<file path="src/rtl/defuzz_serial_pkg.sv">
// Shared widths, FSM encoding and sign helper for the serial Sugeno defuzzifier.
package defuzz_serial_pkg;

  localparam int N_RULES   = 9;
  localparam int W_W       = 16;
  localparam int C_W       = 16;
  localparam int NUM_W     = 36;
  localparam int DEN_W     = 20;
  localparam int DIV_STEPS = 35;
  localparam int MAG_W     = NUM_W - 1;  // |num_acc| magnitude bits
  localparam int Q_W       = C_W + 1;    // quotient bits the parent consumes (up to 32768)
  localparam int K_W       = 4;
  localparam int CNT_W     = 6;

  typedef enum logic [1:0] {
    S_IDLE  = 2'd0,
    S_ACCUM = 2'd1,
    S_DIV   = 2'd2,
    S_DONE  = 2'd3
  } state_e;

  // Two's-complement sign application; a magnitude of 32768 maps to -32768 only.
  function automatic logic [C_W-1:0] apply_sign(input logic [Q_W-1:0] mag, input logic neg);
    return C_W'(neg ? (~mag + 1'b1) : mag);
  endfunction

endpackage

</file>
<file path="src/rtl/defuzz_serial_div.sv">
// Unsigned restoring divider: 35-bit dividend by 20-bit divisor, one quotient bit per cycle.
// The load cycle also performs the first step, so done_o rises 35 cycles after start_i.
module defuzz_serial_div
  import defuzz_serial_pkg::*;
(
  input  logic             clk,
  input  logic             rst,
  input  logic             start_i,
  input  logic [MAG_W-1:0] dividend_i,
  input  logic [DEN_W-1:0] divisor_i,
  output logic [Q_W-1:0]   quotient_o,
  output logic             done_o
);

  logic [MAG_W-1:0] dvd_q, dvd_d;
  logic [DEN_W-1:0] rem_q, rem_d;
  logic [DEN_W-1:0] den_q, den_d;
  logic [CNT_W-1:0] cnt_q, cnt_d;
  logic             busy_q, busy_d;
  logic             done_q, done_d;

  logic [MAG_W-1:0] src_dvd;
  logic [DEN_W-1:0] src_rem;
  logic [DEN_W-1:0] src_den;
  logic [DEN_W:0]   shifted;
  logic             ge;

  // NOTE: every variable is given a default at the top of always_comb so no path leaves it unassigned (no latches).
  always_comb begin
    src_dvd = start_i ? dividend_i : dvd_q;
    src_rem = start_i ? '0 : rem_q;
    src_den = start_i ? divisor_i : den_q;
    shifted = {src_rem, src_dvd[MAG_W-1]};
    ge      = shifted >= {1'b0, src_den};

    dvd_d  = dvd_q;
    rem_d  = rem_q;
    den_d  = den_q;
    cnt_d  = cnt_q;
    busy_d = busy_q;
    done_d = 1'b0;

    if (start_i || busy_q) begin
      // Quotient bits enter at the LSB as dividend bits leave the MSB.
      rem_d = ge ? DEN_W'(shifted - {1'b0, src_den}) : shifted[DEN_W-1:0];
      dvd_d = {src_dvd[MAG_W-2:0], ge};
      den_d = src_den;
      if (start_i) begin
        cnt_d  = CNT_W'(1);
        busy_d = 1'b1;
      end else begin
        cnt_d = cnt_q + 1'b1;
        if (cnt_q == CNT_W'(DIV_STEPS - 1)) begin
          busy_d = 1'b0;
          done_d = 1'b1;
        end
      end
    end
  end

  // NOTE: sequential state uses non-blocking '<=' so all registers update together at the edge.
  always_ff @(posedge clk) begin
    if (rst) begin
      cnt_q  <= '0;
      busy_q <= 1'b0;
      done_q <= 1'b0;
    end else begin
      cnt_q  <= cnt_d;
      busy_q <= busy_d;
      done_q <= done_d;
    end
  end

  // NOTE: datapath registers carry no reset; they are always loaded by start_i before being read.
  always_ff @(posedge clk) begin
    dvd_q <= dvd_d;
    rem_q <= rem_d;
    den_q <= den_d;
  end

  assign quotient_o = dvd_q[Q_W-1:0];
  assign done_o     = done_q;

endmodule

</file>
<file path="src/rtl/defuzz_serial.sv">
// Zero-order Sugeno defuzzifier: y = sum(w_k*c_k)/sum(w_k) with one MAC per cycle
// followed by a serial restoring divide; sign is applied here, magnitude comes from the divider.
module defuzz_serial
  import defuzz_serial_pkg::*;
#(
  parameter logic signed [15:0] DEFAULT_Y = 16'sd0
) (
  input  logic                clk,
  input  logic                rst,
  input  logic                start,
  input  logic [15:0]         w00,
  input  logic [15:0]         w01,
  input  logic [15:0]         w02,
  input  logic [15:0]         w10,
  input  logic [15:0]         w11,
  input  logic [15:0]         w12,
  input  logic [15:0]         w20,
  input  logic [15:0]         w21,
  input  logic [15:0]         w22,
  input  logic [143:0]        c_all,
  output logic signed [15:0]  y,
  output logic                out_valid,
  output logic                busy,
  output logic                zero_w
);

  state_e                  state_q, state_d;
  logic [K_W-1:0]          k_q, k_d;
  logic [K_W-1:0]          k_idx;
  logic signed [NUM_W-1:0] num_acc_q, num_acc_d;
  logic [DEN_W-1:0]        den_acc_q, den_acc_d;
  logic signed [C_W-1:0]   y_q, y_d;
  logic                    zero_w_q, zero_w_d;
  logic                    load;

  logic [W_W-1:0]          w_in [N_RULES];
  logic [W_W-1:0]          w_q  [N_RULES];
  logic signed [C_W-1:0]   c_q  [N_RULES];
  logic signed [W_W+C_W:0] prod;

  logic                    div_start;
  logic                    div_done;
  logic [MAG_W-1:0]        num_mag;
  logic [Q_W-1:0]          div_quot;

  assign w_in = '{w00, w01, w02, w10, w11, w12, w20, w21, w22};

  assign k_idx   = (k_q < K_W'(N_RULES)) ? k_q : '0;
  assign prod    = $signed({1'b0, w_q[k_idx]}) * c_q[k_idx];
  assign num_mag = num_acc_q[NUM_W-1] ? MAG_W'(-num_acc_q) : num_acc_q[MAG_W-1:0];

  always_comb begin
    state_d   = state_q;
    k_d       = k_q;
    num_acc_d = num_acc_q;
    den_acc_d = den_acc_q;
    y_d       = y_q;
    zero_w_d  = zero_w_q;
    load      = 1'b0;
    div_start = 1'b0;

    case (state_q)
      S_IDLE: begin
        if (start) begin
          load      = 1'b1;
          num_acc_d = '0;
          den_acc_d = '0;
          k_d       = '0;
          state_d   = S_ACCUM;
        end
      end
      S_ACCUM: begin
        // Nine MAC cycles, then one cycle that inspects the finished sums.
        if (k_q != K_W'(N_RULES)) begin
          num_acc_d = num_acc_q + NUM_W'(prod);
          den_acc_d = den_acc_q + DEN_W'(w_q[k_idx]);
          k_d       = k_q + 1'b1;
        end else if (den_acc_q == '0) begin
          y_d      = DEFAULT_Y;
          zero_w_d = 1'b1;
          state_d  = S_DONE;
        end else begin
          div_start = 1'b1;
          state_d   = S_DIV;
        end
      end
      S_DIV: begin
        if (div_done) begin
          y_d      = $signed(apply_sign(div_quot, num_acc_q[NUM_W-1]));
          zero_w_d = 1'b0;
          state_d  = S_DONE;
        end
      end
      S_DONE:  state_d = S_IDLE;
      default: state_d = S_IDLE;
    endcase
  end

  always_ff @(posedge clk) begin
    if (rst) begin
      state_q   <= S_IDLE;
      k_q       <= '0;
      num_acc_q <= '0;
      den_acc_q <= '0;
      y_q       <= '0;
      zero_w_q  <= 1'b0;
    end else begin
      state_q   <= state_d;
      k_q       <= k_d;
      num_acc_q <= num_acc_d;
      den_acc_q <= den_acc_d;
      y_q       <= y_d;
      zero_w_q  <= zero_w_d;
    end
  end

  // Operands are captured on acceptance so later input changes cannot disturb the result.
  always_ff @(posedge clk) begin
    if (load) begin
      for (int i = 0; i < N_RULES; i++) begin
        w_q[i] <= w_in[i];
        c_q[i] <= c_all[i*C_W +: C_W];
      end
    end
  end

  defuzz_serial_div div_serial_u (
    .clk        (clk),
    .rst        (rst),
    .start_i    (div_start),
    .dividend_i (num_mag),
    .divisor_i  (den_acc_q),
    .quotient_o (div_quot),
    .done_o     (div_done)
  );

  assign y         = y_q;
  assign out_valid = (state_q == S_DONE);
  assign busy      = (state_q != S_IDLE);
  assign zero_w    = zero_w_q;

endmodule

</file>
<file path="config.mk">
export PLATFORM = sky130hd
export DESIGN_NAME = defuzz_serial
export DESIGN_NICKNAME = d
export VERILOG_FILES = /design/src/rtl/defuzz_serial_pkg.sv /design/src/rtl/defuzz_serial_div.sv /design/src/rtl/defuzz_serial.sv
export SDC_FILE = /design/constraint.sdc
export NUM_CORES = 2
export LEC_CHECK = 0
export ABC_AREA = 1
export CORE_ASPECT_RATIO = 0.8
export CORE_MARGIN = 2
export CORE_UTILIZATION = 40
export DETAILED_ROUTE_END_ITERATION = 16
export HOLD_SLACK_MARGIN = 0.05
export PLACE_DENSITY = 0.56
export SYNTH_ARGS = -nofsm -noshare
export SYNTH_HDL_FRONTEND = slang
export SYNTH_SLANG_ARGS = --single-unit
</file>
<file path="constraint.sdc">
create_clock -name clk -period 11.65 [get_ports clk]
set_input_delay 2.33 -clock clk [delete_from_list [all_inputs] [get_ports clk]]
set_output_delay 2.33 -clock clk [all_outputs]
set_load 0.005 [all_outputs]
</file>
# == Word level (Yosys, flattened, before mapping) ==
# Memories as Yosys holds them, arrays and structs flattened.
# Cells that the tools add are included.
# totals
mem_bits_rw,288
out_inout_bits,19
register_bits,162
mem_count,2
input_bits,291
# mem_list
name,depth,word_bits,rd,rd_ports_with_merged_regs,wr,line,text
c_q,9,16,1,0,9,defuzz_serial.sv:38,logic signed [C_W-1:0] c_q [N_RULES];
w_q,9,16,1,0,9,defuzz_serial.sv:37,logic [W_W-1:0] w_q [N_RULES];
# op_classes
addsub,7
mux,40
order_cmp,2
n_reduce_logical,12
n_eq_ne,10
bitwise_logic,2
mul,1
# ops
operator,n
$mux W20,5
$mux W36,2
$pmux W36 S2,1
$mux W35,2
$mux W16,4
$pmux W20 S2,1
$add A36 B33 Y36,1
$neg A35 Y35,1
$mul A17 B16 Y33,1
$pmux W16 S2,1
$ge A21 B20 Y1,1
$add A20 B16 Y20,1
$logic_not A20 Y1,1
$sub A20 B20 Y20,1
$add A16 B1 Y16 const B,1
$not A16 Y16,1
$mux W1,14
$mux W4,3
$ne A2 B2 Y1 const B,4
$pmux W2 S4,1
$pmux W4 S2,1
$reduce_bool A2 Y1,4
$add A6 B1 Y6 const B,1
$eq A6 B6 Y1 const B,1
other kinds (16),20

# == Depth between registers and ports, before layout ==
# depth
word_depth,7
depth_mapped,42

# == Hierarchy ==
# Synthesis repeated with hierarchy kept, for this count alone.
# hier_totals
hier_cells,3543
area_unflattened_um2,31873.1
# by_module_without_submodules
module,instances,area_per_inst_um2,cells_per_inst,seq_area_each_um2
defuzz_serial,1,26824.5,2929,10229.8
defuzz_serial_div,1,5048.6,614,2412.3

# == Worst setup path after synthesis ==
# OpenSTA, ideal clock, no wires.
# synth_timing
kind,input to register
from,in start
to,reg k_q[3]
arrival_time_ps,9162
stages,5
n_path_buf,0
t_required_ps,11519
setup_slack_ps,2357
cell_sequence,nand2_1 > inv_1 > a21oi_1 > o21ai_0 > a21oi_1
# synth_via
elab_chain_len,2
# synth_lines
element,line,text
start: declaration,defuzz_serial.sv:10,"input logic start,"
$ne A2 B2 Y1 (no source line),n/a,
$reduce_and A3 Y1 (no source line),n/a,
end signal: assignment,defuzz_serial.sv:109,k_q <= k_d;
end: declaration,defuzz_serial.sv:28,"logic [K_W-1:0] k_q, k_d;"
# No other way between the ends.
# A chain may end at the register's enable or synchronous reset.

# == Worst setup path in the final report ==
# layout_timing
from,reg k_q[0]
to,reg num_acc_q[33]
# layout_via
elab_chain_len,7
word_cells_on_any_way,11
cone_classes,1 x add/sub; 1 x mul; 1 x order compare; 2 x eq/ne; 3 x mux; 1 x reduce/logical; 2 x memory
# layout_lines
element,line,text
$lt A4 B4 Y1,defuzz_serial.sv:48,assign k_idx = (k_q < K_W'(N_RULES)) ? k_q : '0;
$mux W4,defuzz_serial.sv:48,
"$mem_v2 Z9 W16, on equally long branches",n/a,
$mul A17 B16 Y33,defuzz_serial.sv:49,"assign prod = $signed({1'b0, w_q[k_idx]}) * c_q[k_idx];"
$add A36 B33 Y36,defuzz_serial.sv:75,num_acc_d = num_acc_q + NUM_W'(prod);
$mux W36,defuzz_serial.sv:74,if (k_q != K_W'(N_RULES)) begin
$pmux W36 S2,defuzz_serial.sv:62,case (state_q)
end signal: assignment,defuzz_serial.sv:110,num_acc_q <= num_acc_d;
end: declaration,defuzz_serial.sv:30,"logic signed [NUM_W-1:0] num_acc_q, num_acc_d;"
# Parallel ways exist; a longest one is shown, timed or not. The select of a mux whose other input is x is not followed.

==> flow_summary.toml <==
[worst_hold_path]
min_from = "y[5]$_SDFFE_PP0P_"
hold_path.class = "flop to flop"
hold_depth = 2
holdPathEnd = "y[5]$_SDFFE_PP0P_"

[routing]
via_per_inst = 5.09
routedWlPerCell_um = 19.3
drtIter0Drc = 2309
wl_met2_mm = 42.3
post-route-drc-count = 0
vias = 24400
firstDrtPassIters = 6
ant_nets = 0
highest_layer = "met4"
wl_met1_mm = 42.2
routed-wl-met3_mm = 5.76
finalWirelength_mm = 92.1

[sta]
rsz0062_at_grt = "false"
tightest_slew_ps = 1090
fmax_ghz = 0.103
maxSlewHeadroom_pct = 27.1
final_hold_viol_count = 0
setup_violations = 0
skew_ps = 23.7
period_share_pct = 83.1
slew_violations = 0
setup_tns_ps = 0
period_needed_ps = 9690

[cts]
root_buffer = "clkbuf_16"
numCtsBuffers = 50
clk_pin_slew_ps = 60
holdBufCountCts = 0
htreeDepth = 2
cts_tree = "built"
post_cts_buffers = 0
cts.path.max_buffers = 3
clock_latency_ps = 630
cts.repair.resized = 0
cts_sinks = 450

[floorplanning]
row_count = 91
initial_core_util_pct = 40.3
dieWidth_um = 315
ios = 310
core_area_um2 = 76900
die_h_um = 253
die_area_um2 = 79600

[global_routing]
grt_max_degree = 82
first_global_vias = 24300
grt.overflow.total = 0
grt.total_usage_pct = 23.5
grt_first_pass_wirelength_mm = 143
antenna_found_initial = 4

[worst_setup_path]
critical_path_required_ps = 12130
timing.rr.start = "k_q[0]$_SDFFE_PP0P_"
r2r_setup_slack_ps = 1960
end_kind = "flop"
rr_endpoint = "num_acc_q[33]$_SDFFE_PP0P_"
worstPathArrival_ps = 10160
path_delay_family = "adder cells"
critPathSlowestCell = "inv_1"
critPathMaxFanout = 66
crit_buf_inv = 9
rr_worst_depth = 34
crit_path_max_incr_delay_ps = 660
startpoint_type = "flop"
worstSetupPathType = "flop to flop"

[logic_synthesis]
synth.ff_latch_count = 450
synth_edf_count = 363
syn_area_per_cell_um2 = 9.02
synthAdderAreaFrac_pct = 21.9
yosysUniqueCellTypes = 48
ys.flop_type = "edfxtp_1"
yosys.area_share.simple_pct = 18.5
ys_warn_count = 0
synthCells = 3430
async_reset_ff_share_pct = 0
yosysSeqAreaShare_pct = 40.9
syn_area_um2 = 30900
synth_nets = 4124
synth_compound_area_share_pct = 8.59
synth_xor_area_share_pct = 1.67
synth_top_family_by_area = "adder cells"
muxShareOfSynthArea_pct = 0

[place]
port_buffers = 309
dp_hpwl_mm = 69.9
finalWeightedCongestion = 0.925

[final_layout]
ff_latch_area_um2 = 12600
area_growth_pct = 19.2
layout-drive-gt1-share_pct = 5.17
fin_nets = 4404
n_fill_cell = 7298
multi_input_area_um2 = 15700

[run_status]
outcome = "finished clean"

[flow_run]
drv_cap = 0
flip-flops by register name, indices dropped and copies added (netlist names):
register	count
div_serial_u.busy_q	1
state_q	2
y	16
div_serial_u.dvd_q	35
zero_w	1
den_acc_q	20
div_serial_u.done_o	1
k_q	4
c_q	144
w_q	144
div_serial_u.den_q	20
div_serial_u.rem_q	20
num_acc_q	36
div_serial_u.cnt_q	6
cells in the mapped netlist (2+ instances only):
| cell | number | area, um^2 |
|---|---|---|
| nor3_1 | 12 | 60.1 |
| o21a_1 | 6 | 45.0 |
| edfxtp_1 | 363 | 10900 |
| buf_4 | 15 | 113 |
| nand2_2 | 2 | 12.5 |
| ha_1 | 174 | 2180 |
| a31oi_1 | 16 | 100 |
| o311ai_1 | 7 | 61.3 |
| a21o_1 | 13 | 97.6 |
| inv_1 | 530 | 1990 |
| nand3b_1 | 9 | 67.6 |
| o21ai_2 | 13 | 114 |
| clkbuf_1 | 46 | 173 |
| a211oi_1 | 5 | 37.5 |
| nand2_1 | 680 | 2550 |
| o221ai_1 | 8 | 70.1 |
| buf_6 | 3 | 33.8 |
| buf_2 | 41 | 205 |
| a21oi_1 | 176 | 881 |
| buf_1 | 13 | 48.8 |
| a221oi_1 | 2 | 17.5 |
| nor2_1 | 337 | 1260 |
| o311ai_0 | 2 | 17.5 |
| dfxtp_1 | 87 | 1740 |
| fa_1 | 229 | 4580 |
| o21ai_1 | 15 | 75.1 |
| xor2_1 | 39 | 342 |
| nand4_1 | 16 | 100 |
| or2_2 | 33 | 206 |
| o31ai_1 | 3 | 22.5 |
| nand3_1 | 267 | 1340 |
| nor4_1 | 8 | 50.1 |
| o211ai_1 | 7 | 52.6 |
| o21bai_1 | 13 | 97.6 |
| o21ai_0 | 186 | 931 |
| xnor2_1 | 20 | 175 |
| inv_2 | 20 | 75.1 |
| or2_0 | 2 | 12.5 |
| a21boi_0 | 3 | 22.5 |
metal layers:
layer  track usage [%]  up-vias
met4              5.81        0
met5                 0        -
met2              37.6      698
li1                  -    11700
met3              4.06      106
met1              33.1    11800
logic make-up (layout without fill, tap and decap cells):
logic type               after synthesis  count (layout)
buffers and inverters                669             991
other                                  0               5
XOR/XNOR                              59              59
AO/OA/AOI/OAI                        477             477
adder cells (fa/ha/maj)              403             403
AND/OR/NAND/NOR                     1372            1372
flip-flops                           450             450
per-stage QoR:
| step | utilization, % | instance area [um^2] | std cells | hold WS, ps | setup slack, ps |
|---|---|---|---|---|---|
| CTS | 48.0 | 36900 | 4775 | 467 | 2010 |
| detailed placement | 45.6 | 35000 | 4681 | 457 | 2070 |
| global route | 48.0 | 36900 | 4779 | 484 | 1260 |
| global placement | 45.6 | 35000 | 4681 | 456 | 2100 |
| floorplan | - | 30900 | 3430 | 455 | 2360 |
| finish | 48.0 | 36900 | 4780 | 463 | 1960 |
worst max-delay path by stage:
| stage | cells past startpoint | to | startpoint |
|---|---|---|---|
| 5_1_grt | 32 | num_acc_q[25]$_SDFFE_PP0P_ | k_q[0]$_SDFFE_PP0P_ |
| 6_report | 34 | num_acc_q[33]$_SDFFE_PP0P_ | k_q[0]$_SDFFE_PP0P_ |
| 2_1_floorplan | 5 | k_q[3]$_SDFFE_PP0P_ | start |
| 3_3_place_gp | 34 | num_acc_q[33]$_SDFFE_PP0P_ | k_q[0]$_SDFFE_PP0P_ |
| 3_5_place_dp | 34 | num_acc_q[33]$_SDFFE_PP0P_ | k_q[0]$_SDFFE_PP0P_ |
| 4_1_cts | 34 | num_acc_q[33]$_SDFFE_PP0P_ | k_q[0]$_SDFFE_PP0P_ |
cells in the final DEF (no fill, tap or decap), drive strengths merged, types with 36 or more instances in the layout:
| master | Yosys | final |
|---|---|---|
| nand2 | 683 | 683 |
| inv | 550 | 550 |
| edfxtp | 363 | 363 |
| nor2 | 338 | 338 |
| clkdlybuf4s50 | 0 | 308 |
| nand3 | 267 | 267 |
| fa | 229 | 229 |
| o21ai | 214 | 214 |
| a21oi | 176 | 176 |
| ha | 174 | 174 |
| dfxtp | 87 | 87 |
| clkbuf | 46 | 71 |
| xor2 | 39 | 39 |
| buf | 72 | 38 |
| or2 | 36 | 36 |
cell type report:
type                    instances  share of cell area (%)
well taps                    1023                    3.47
repair buffers                346                    9.12
flip-flops and latches        450                    34.3
inverters                     551                    5.63
clock buffers                  71                    3.91
multi-input cells            2311                    42.5
clock inverters                23                    1.03
diodes                          5                  0.0339
tightest hold or removal path, delay by kind of cell (launching register included):
kind | cells | cell delay (ps)
compound gates | 1 | 50
flops | 1 | 310
simple gates | 1 | 60
Power is left out: the tool's default activity adds up to more than one toggle a clock period on the data nets, which glitch-free logic cannot reach.
